### config.mk
export PLATFORM = sky130hd
export DESIGN_NAME = weight_bram_arbiter
export DESIGN_NICKNAME = d
export VERILOG_FILES = /design/src/rtl/weight_bram_pkg.sv /design/src/rtl/rr_arb2.sv /design/src/rtl/weight_bram_arbiter.sv
export SDC_FILE = /design/constraint.sdc
export NUM_CORES = 1
export LEC_CHECK = 0
export BUFFER_PORTS_ARGS = -buffer_cell sky130_fd_sc_hd__buf_2
export CAP_MARGIN = 20
export CORE_MARGIN = 5
export CORE_UTILIZATION = 30
export CTS_CLUSTER_DIAMETER = 200
export DETAILED_ROUTE_END_ITERATION = 12
export PLACE_DENSITY_LB_ADDON = 0.1
export SYNTH_ARGS = -nofsm -noshare
export SYNTH_HDL_FRONTEND = slang
export SYNTH_SLANG_ARGS = --single-unit
### constraint.sdc
create_clock -name i_clk -period 6 [get_ports i_clk]
set_input_delay 1.8 -clock i_clk [delete_from_list [all_inputs] [get_ports i_clk]]
set_output_delay 1.8 -clock i_clk [all_outputs]
set_load 0.005 [all_outputs]
### src/rtl/weight_bram_pkg.sv
// Shared types and constants for the weight BRAM arbiter.
package weight_bram_pkg;

  // Arbiter FSM states
  typedef enum logic [1:0] {
    ST_IDLE  = 2'd0,
    ST_WRITE = 2'd1,
    ST_READ  = 2'd2,
    ST_DRAIN = 2'd3
  } state_t;

  localparam int         WORD_BYTES = 4;
  localparam logic [3:0] WEN_ALL    = 4'b1111;
  localparam logic [3:0] WEN_NONE   = 4'b0000;

endpackage

### src/rtl/rr_arb2.sv
// Two-requester round-robin arbiter: read vs. host write.
// A tie goes to the read unless the read won the previous grant.
module rr_arb2 (
  input  logic i_clk,
  input  logic i_rst,
  input  logic i_en,
  input  logic i_req_rd,
  input  logic i_req_wr,
  output logic o_gnt_rd,
  output logic o_gnt_wr
);

  logic r_last_gnt_rd;
  logic w_gnt_rd;
  logic w_gnt_wr;

  // Grant decision, only inside the arbitration window
  always_comb begin
    w_gnt_rd = i_en & i_req_rd & (~i_req_wr | ~r_last_gnt_rd);
    w_gnt_wr = i_en & i_req_wr & ~w_gnt_rd;
  end

  // Remember who won the most recent grant
  always_ff @(posedge i_clk or posedge i_rst) begin
    if (i_rst) begin
      r_last_gnt_rd <= 1'b0;
    end else if (w_gnt_rd | w_gnt_wr) begin
      r_last_gnt_rd <= w_gnt_rd;
    end
  end

  assign o_gnt_rd = w_gnt_rd;
  assign o_gnt_wr = w_gnt_wr;

endmodule

### src/rtl/weight_bram_arbiter.sv
// Shares a single-port weight BRAM between a host word writer and
// convolution-engine read bursts.
//
// state    | meaning
// ---------+------------------------------------------------------
// ST_IDLE  | arbitrate host write vs. burst request
// ST_WRITE | single write cycle on the BRAM port
// ST_READ  | one read issue per cycle, down-counting remaining words
// ST_DRAIN | last read beat returning from the BRAM
module weight_bram_arbiter
  import weight_bram_pkg::*;
#(
  parameter int DATA_W      = 32,
  parameter int ADDR_W      = 32,
  parameter int DEPTH_WORDS = 1001,
  parameter int LEN_W       = 10
) (
  input  logic              i_clk,
  input  logic              i_rst,
  input  logic              i_h_valid,
  output logic              o_h_ready,
  input  logic [ADDR_W-1:0] i_h_addr,
  input  logic [DATA_W-1:0] i_h_wdata,
  input  logic              i_r_start,
  input  logic [ADDR_W-1:0] i_r_base,
  input  logic [LEN_W-1:0]  i_r_len,
  output logic              o_r_busy,
  output logic [DATA_W-1:0] o_r_data,
  output logic              o_r_dvalid,
  output logic              o_r_last,
  output logic              o_err,
  output logic              o_m_en,
  output logic [3:0]        o_m_wen,
  output logic [ADDR_W-1:0] o_m_addr,
  output logic [DATA_W-1:0] o_m_din,
  input  logic [DATA_W-1:0] i_m_dout
);

  localparam logic [ADDR_W:0]   LP_DEPTH = (ADDR_W+1)'(DEPTH_WORDS);
  localparam logic [ADDR_W-1:0] LP_STEP  = ADDR_W'(WORD_BYTES);

  state_t              r_state;
  state_t              w_state_nxt;
  logic [LEN_W-1:0]    r_remain;
  logic [LEN_W-1:0]    w_remain_nxt;
  logic                r_m_en;
  logic                w_m_en_nxt;
  logic [3:0]          r_m_wen;
  logic [3:0]          w_m_wen_nxt;
  logic [ADDR_W-1:0]   r_m_addr;
  logic [ADDR_W-1:0]   w_m_addr_nxt;
  logic [DATA_W-1:0]   r_m_din;
  logic [DATA_W-1:0]   w_m_din_nxt;
  logic                r_err;
  logic                w_err_set;
  logic                r_dvalid;
  logic                r_last;

  logic                w_idle;
  logic                w_rd_req;
  logic                w_gnt_rd;
  logic                w_gnt_wr;
  logic [ADDR_W-1:0]   w_h_word;
  logic                w_h_in_range;
  logic [ADDR_W-1:0]   w_r_base_w;
  logic [ADDR_W:0]     w_r_end;
  logic                w_r_ok;
  logic                w_last_issue;

  assign w_idle   = (r_state == ST_IDLE);
  assign w_rd_req = i_r_start & (i_r_len != '0);

  rr_arb2 u_arb (
    .i_clk    (i_clk),
    .i_rst    (i_rst),
    .i_en     (w_idle),
    .i_req_rd (w_rd_req),
    .i_req_wr (i_h_valid),
    .o_gnt_rd (w_gnt_rd),
    .o_gnt_wr (w_gnt_wr)
  );

  // Range checks; the burst end is computed one bit wider so it cannot wrap
  always_comb begin
    w_h_word     = i_h_addr >> 2;
    w_h_in_range = ({1'b0, w_h_word} < LP_DEPTH);
    w_r_base_w   = i_r_base >> 2;
    w_r_end      = {1'b0, w_r_base_w} + {{(ADDR_W+1-LEN_W){1'b0}}, i_r_len};
    w_r_ok       = (w_r_end <= LP_DEPTH);
  end

  assign w_last_issue = (r_state == ST_READ) && (r_remain == '0);

  // State register
  always_ff @(posedge i_clk or posedge i_rst) begin
    if (i_rst) begin
      r_state <= ST_IDLE;
    end else begin
      r_state <= w_state_nxt;
    end
  end

  // Next-state logic; a rejected burst leaves the FSM in IDLE
  always_comb begin
    w_state_nxt = r_state;
    unique case (r_state)
      ST_IDLE: begin
        if (w_gnt_wr) begin
          w_state_nxt = ST_WRITE;
        end else if (w_gnt_rd && w_r_ok) begin
          w_state_nxt = ST_READ;
        end
      end
      ST_WRITE: w_state_nxt = ST_IDLE;
      ST_READ:  w_state_nxt = w_last_issue ? ST_DRAIN : ST_READ;
      ST_DRAIN: w_state_nxt = ST_IDLE;
      default:  w_state_nxt = ST_IDLE;
    endcase
  end

  // Next values for the registered BRAM port, counter and error flag
  always_comb begin
    w_m_en_nxt   = 1'b0;
    w_m_wen_nxt  = WEN_NONE;
    w_m_addr_nxt = r_m_addr;
    w_m_din_nxt  = r_m_din;
    w_remain_nxt = r_remain;
    w_err_set    = 1'b0;
    unique case (r_state)
      ST_IDLE: begin
        if (w_gnt_wr) begin
          w_m_addr_nxt = w_h_word << 2;
          w_m_din_nxt  = i_h_wdata;
          if (w_h_in_range) begin
            w_m_en_nxt  = 1'b1;
            w_m_wen_nxt = WEN_ALL;
          end else begin
            w_err_set = 1'b1;
          end
        end else if (w_gnt_rd) begin
          if (w_r_ok) begin
            w_m_en_nxt   = 1'b1;
            w_m_addr_nxt = w_r_base_w << 2;
            w_remain_nxt = i_r_len - LEN_W'(1);
          end else begin
            w_err_set = 1'b1;
          end
        end
      end
      ST_READ: begin
        if (!w_last_issue) begin
          w_m_en_nxt   = 1'b1;
          w_m_addr_nxt = r_m_addr + LP_STEP;
          w_remain_nxt = r_remain - LEN_W'(1);
        end
      end
      default: begin
        w_m_en_nxt = 1'b0;
      end
    endcase
  end

  // Registered BRAM port, burst counter, sticky error and read-valid pipeline
  always_ff @(posedge i_clk or posedge i_rst) begin
    if (i_rst) begin
      r_m_en   <= 1'b0;
      r_m_wen  <= WEN_NONE;
      r_m_addr <= '0;
      r_m_din  <= '0;
      r_remain <= '0;
      r_err    <= 1'b0;
      r_dvalid <= 1'b0;
      r_last   <= 1'b0;
    end else begin
      r_m_en   <= w_m_en_nxt;
      r_m_wen  <= w_m_wen_nxt;
      r_m_addr <= w_m_addr_nxt;
      r_m_din  <= w_m_din_nxt;
      r_remain <= w_remain_nxt;
      r_err    <= r_err | w_err_set;
      r_dvalid <= (r_state == ST_READ);
      r_last   <= w_last_issue;
    end
  end

  assign o_h_ready  = w_gnt_wr;
  assign o_r_busy   = (r_state == ST_READ) || (r_state == ST_DRAIN);
  assign o_r_data   = i_m_dout;
  assign o_r_dvalid = r_dvalid;
  assign o_r_last   = r_last;
  assign o_err      = r_err;
  assign o_m_en     = r_m_en;
  assign o_m_wen    = r_m_wen;
  assign o_m_addr   = r_m_addr;
  assign o_m_din    = r_m_din;

endmodule

======== Yosys cells after proc, flatten, opt, wreduce, memory -nomap -nowiden ========
Cells that the tools add are included.
word-level totals
  input port bits ......................... 142
  bits in writable memories ............... 0
  word-level logic and storage cells ...... 76
  output and inout bits ................... 106
  memories kept ........................... 0
  bits in read-only memories .............. 0
  bits in registers ....................... 85
  bits in latches ......................... 0
cells by class
  order comparisons ....................... 2
  $mul .................................... 0
  shifts and indexed selects .............. 0
  muxes and demuxes ....................... 28
  reduce and logical (&&, ||, !) cells .... 11
  $add $sub $neg .......................... 4
  bitwise gates (word level) .............. 11
  div/mod/pow operators ................... 0
  eq/ne operators ......................... 10
operators with widths
  operator                                                      number
  two-way mux 32 bit                                            4
  one-hot mux 32 bit (2 select lines)                           1
  two-way mux 10 bit                                            4
  adder 32 x 3 -> 32 bit, second input constant                 1
  adder 30 x 10 -> 31 bit                                       1
  <= comparator 31 x 10 -> 1 bit, second input constant         1
  less-than comparator 30 x 10 -> 1 bit, second input constant  1
  one-hot mux 10 bit (2 select lines)                           1
  subtractor 10 x 1 -> 10 bit, second input constant            2
  two-way mux 4 bit                                             3
  two-way mux 1 bit                                             11
  logical NOT 10 bit                                            1
  nonzero test 10 bit                                           1
  != test 3 bit, second input constant                          3
  != test 2 bit, second input constant                          4
  one-hot mux 2 bit (3 select lines)                            1
  AND 1 bit                                                     5
  AND reduction 5 bit                                           1
  equality test 2 bit, second input constant                    2
  two-way mux 2 bit                                             2
  AND reduction 4 bit                                           1
  inverter 1 bit                                                3
  OR 1 bit                                                      3
  equality test 2 x 1 -> 1 bit, second input constant           1
  other kinds (7)                                               8

======== Logic depth before layout (Yosys ltp) ========
  depth in word-level cells ............... 9
  mapped depth ............................ 13
  mapped depth without buffers ............ 12

======== By module ========
From an unflattened synthesis, not the netlist that was laid out.
second synthesis, totals
  cells, all modules ...................... 718
  area total of the unflattened synthesis .. 6085.8 µm²
by module, submodules not included
  module               area an instance (µm²)  cells each  sequential area each (µm²)  times used
  weight_bram_arbiter  6020.8                  709         1976.9                      1
  rr_arb2              65.1                    9           25.0                        1

======== Least setup slack after synthesis ========
No wires, ideal clock.
  path type ............................... input-to-output
  from .................................... input i_r_len[1]
  to ...................................... output o_h_ready
  required time ........................... 4.200 ns
  arrival time ............................ 3.279 ns
  buffers on the path ..................... 2
  stages .................................. 7
  slack ................................... 0.921 ns
  cell sequence ........................... nor4_1 nand4_1 nand4_1 nand3_1 clkinv_1 clkbuf_1 clkbuf_1
on the way
  longest elaborated chain between the ends .. 6
ends and longest elaborated chain
  what                     line                       source
  start, declared          weight_bram_arbiter.sv:26  input logic [LEN_W-1:0] i_r_len,
  nonzero test 10 bit      weight_bram_arbiter.sv:71  assign w_rd_req = i_r_start & (i_r_len != '0);
  AND 1 bit                weight_bram_arbiter.sv:71
  AND 1 bit (2 in series)  rr_arb2.sv:19              w_gnt_rd = i_en & i_req_rd & (~i_req_wr | ~r_last_gnt_rd);
  inverter 1 bit           rr_arb2.sv:20              w_gnt_wr = i_en & i_req_wr & ~w_gnt_rd;
  AND 1 bit                rr_arb2.sv:20
  end, declared            weight_bram_arbiter.sv:21  output logic o_h_ready,
No other way between the ends.

======== Worst setup path after layout ========
Ends and elaborated chain as after synthesis.

==> run_results.csv <==
group,metric,value,unit
worst_hold_path,hold_path_end,"o_m_din[14]",
synthesis,synthAdderAreaFrac,2.70,%
global_routing,grt_pass1_vias,6276,
critical_path,cp.arrival,3.05,ns
synthesis,synth-simple-area-share,27.6,%
clock_network,cts.sinks,80,
sta,hold_viol,0,
placed_design,place_ws,0.812,ns
finish,final_common_cell,"buf_2",
sta,period_share,80.9,%
finish,drive_above_1_share,23.7,%
sta,fmax,206,MHz
sta,worst_pin_slew,1.03,ns
synthesis,synthFlopType,"dfrtp_1",
routing,vias,6547,
sta,final.setup_skew,0.00875,ns
floorplanning,dieArea,24000,um^2
floorplanning,fp.dieH,155,um
global_routing,grt_usage,18.8,%
routing,ant_nets,0,
power,peakVddDrop,0.140,mV
run,drv_cap,0,
synthesis,synthXorXnorAreaFrac,1.25,%
critical_path,endpoint_kind,"output pin",
clock_network,ctsHoldBuffers,0,
finish,area_delta_synth_final,19.0,%
synthesis,yosysSeqAreaShare,31.8,%
floorplanning,ios,248,
floorplanning,die_x,155,um
clock_network,htree_levels,3,
routing,drt_iter0_markers,433,
clock_network,cts_tree,"yes",
sta,setup_ws,1.15,ns
synthesis,synth.mux.area_fraction,3.93,%
floorplanning,initial_core_util,30.3,%
clock_network,cts_resized,0,
finish,layout_common_cells,"buf_2 (177), nand2_1 (167), dfrtp_1 (80)",
sta,tns,0,ns
global_routing,grt_pass1_wl,36.1,mm
finish,antenna_cells,0,
outcome,status,"finished, final reports clean",
critical_path,crit_fanout,4,
global_routing,antenna_found_initial,0,
routing,wl_per_cell,19.1,um
clock_network,cts_made_buffers,9,
routing,drc,0,
synthesis,synth_top_family_by_area,"simple AND/OR/NAND/NOR gates",
sta,fin_crit,4.85,ns
power,leakagePower,3.56,nW
critical_path,required,4.20,ns
floorplanning,row_count,53,
critical_path,crit_type,"input pin to output pin",
critical_path,startpoint_type,"input pin",
clock_network,clk_latency,0.35,ns
global_routing,grt_max_degree,65,
worst_hold_path,min_path_cells,2,
finish,final_nets,1098,
synthesis,syn_area,6300,um^2
clock_network,clk_pin_slew,0.06,ns
sta,finalSetupViolations,0,
sta,grt_setup_unrepaired,"no",
critical_path,ff2ff_setup_slack,2.82,ns
placed_design,gp_congestion,0.872,
power,total_power,2.01,mW
synthesis,ys_ff_latch,80,
power,power_density,268,nW/um^2
clock_network,clk_path_buf_depth,2,
clock_network,root_buffer,"clkbuf_16",
routing,viasPerCell,5.35,
routing,wl,23.4,mm
sta,slew_headroom,31.6,%
synthesis,ys_types,69,
synthesis,synth_edf_count,0,
worst_hold_path,hp-start,"o_m_din[14]",
placed_design,dp_hpwl,17.0,mm
routing,drtPass1Iterations,5,
synthesis,synthArstFlopShare,100,%
sta,slew_violations,0,
synthesis,synth_compound_area_share,22.4,%
clock_network,cts_setup_buffers,0,
placed_design,port_buffers,177,
critical_path,rr_startpoint,"r_state[1]",
synthesis,synth_cells,832,
worst_hold_path,hold_path.class,"flop to flop",
synthesis,yosysWarnings,0,
global_routing,globalRouteOverflowTotal,0,
critical_path,r2r_cells,10,
floorplanning,core,20800,um^2
synthesis,syn-mean-instance-area,7.58,um^2
critical_path,rr_endpoint,"o_m_addr[16]",
[Yosys cell counts, drive strengths merged (7+ instances only)]
master	number	area, um^2
mux2i	18	180
or3	9	56.3
nand3	42	210
and4	9	78.8
o21ai	52	264
a21oi	47	235
inv	43	161
a31oi	16	100
dfrtp	80	2000
ha	12	150
buf	47	327
nor2	44	165
o211ai	7	52.6
nand4	27	175
clkbuf	42	158
and3	11	68.8
a2bb2oi	28	245
nor4	14	87.6
nor3	18	101
nand2	167	627
xnor2	7	61.3
[how the worst max path moves through the flow]
stage | startpoint | end | slack (ns)
2_1_floorplan | i_r_len[1] | o_h_ready | 0.92
3_3_place_gp | i_r_len[0] | r_remain[0] | 0.81
3_5_place_dp | i_r_len[0] | r_remain[7] | 0.81
4_1_cts | i_r_len[1] | o_h_ready | 1.17
5_1_grt | i_r_len[0] | r_remain[0] | 0.95
6_report | i_r_len[1] | o_h_ready | 1.15
[state kept, by name, summed over array words and instances, names as in the netlist, 2 cells and up]
name,flops
r_remain,10
r_state,2
o_m_addr,30
o_m_din,32
[logic make-up (layout without fill, tap and decap cells)]
family | Yosys count | after routing
multiplexers | 24 | 24
XOR/XNOR | 9 | 9
AND/OR/NAND/NOR | 362 | 362
buffers and inverters | 133 | 248
AO/OA/AOI/OAI | 210 | 210
adder cells (fa/ha/maj) | 13 | 13
other | 1 | 2
flip-flops | 80 | 80
[power breakdown]
group	switching, mW	leakage [nW]	total, mW	internal, mW
Combinational	0.359	2.44	0.620	0.261
Sequential	0.109	0.963	0.763	0.654
Clock	0.247	0.159	0.625	0.379
[per-stage QoR]
stage / std cells / util [%] / instance area [um^2] / hold WS [ns]
finish: 1223 / 36.0 / 7500 / 0.471
global route: 1223 / 36.0 / 7500 / 0.495
CTS: 1223 / 36.0 / 7500 / 0.473
detailed placement: 1207 / 34.4 / 7170 / 0.457
global placement: 1207 / 34.4 / 7170 / 0.456
floorplan: 833 / - / 6310 / 0.445
[critical path, stage by stage]
cell	delay, ns
buf_2	0.14
nor4_1	0.37
nand4_1	0.18
nand4_1	0.22
nand3_2	0.15
inv_2	0.08
buf_2	0.12
[routing by layer]
metal | vias to the layer above | track usage [%] | routed length (um)
met3 | 32 | 3.76 | 1520
met1 | 3114 | 25.2 | 10300
met4 | 0 | 5.93 | 535
li1 | 3170 | - | -
met5 | - | 0 | 0
met2 | 231 | 30.6 | 11100
[final cells by class]
| cell class | instances | area, um^2 |
|---|---|---|
| Timing Repair Buffer | 188 | 993 |
| Clock buffer | 10 | 239 |
| Tap cell | 275 | 344 |
| Fill cell | 2297 | 13300 |
| Clock inverter | 6 | 90.1 |
| Multi-Input combinational cell | 620 | 3660 |
| Inverter | 44 | 166 |
| Sequential cell | 80 | 2000 |
Note: power is estimated with default switching activity, not from simulation.
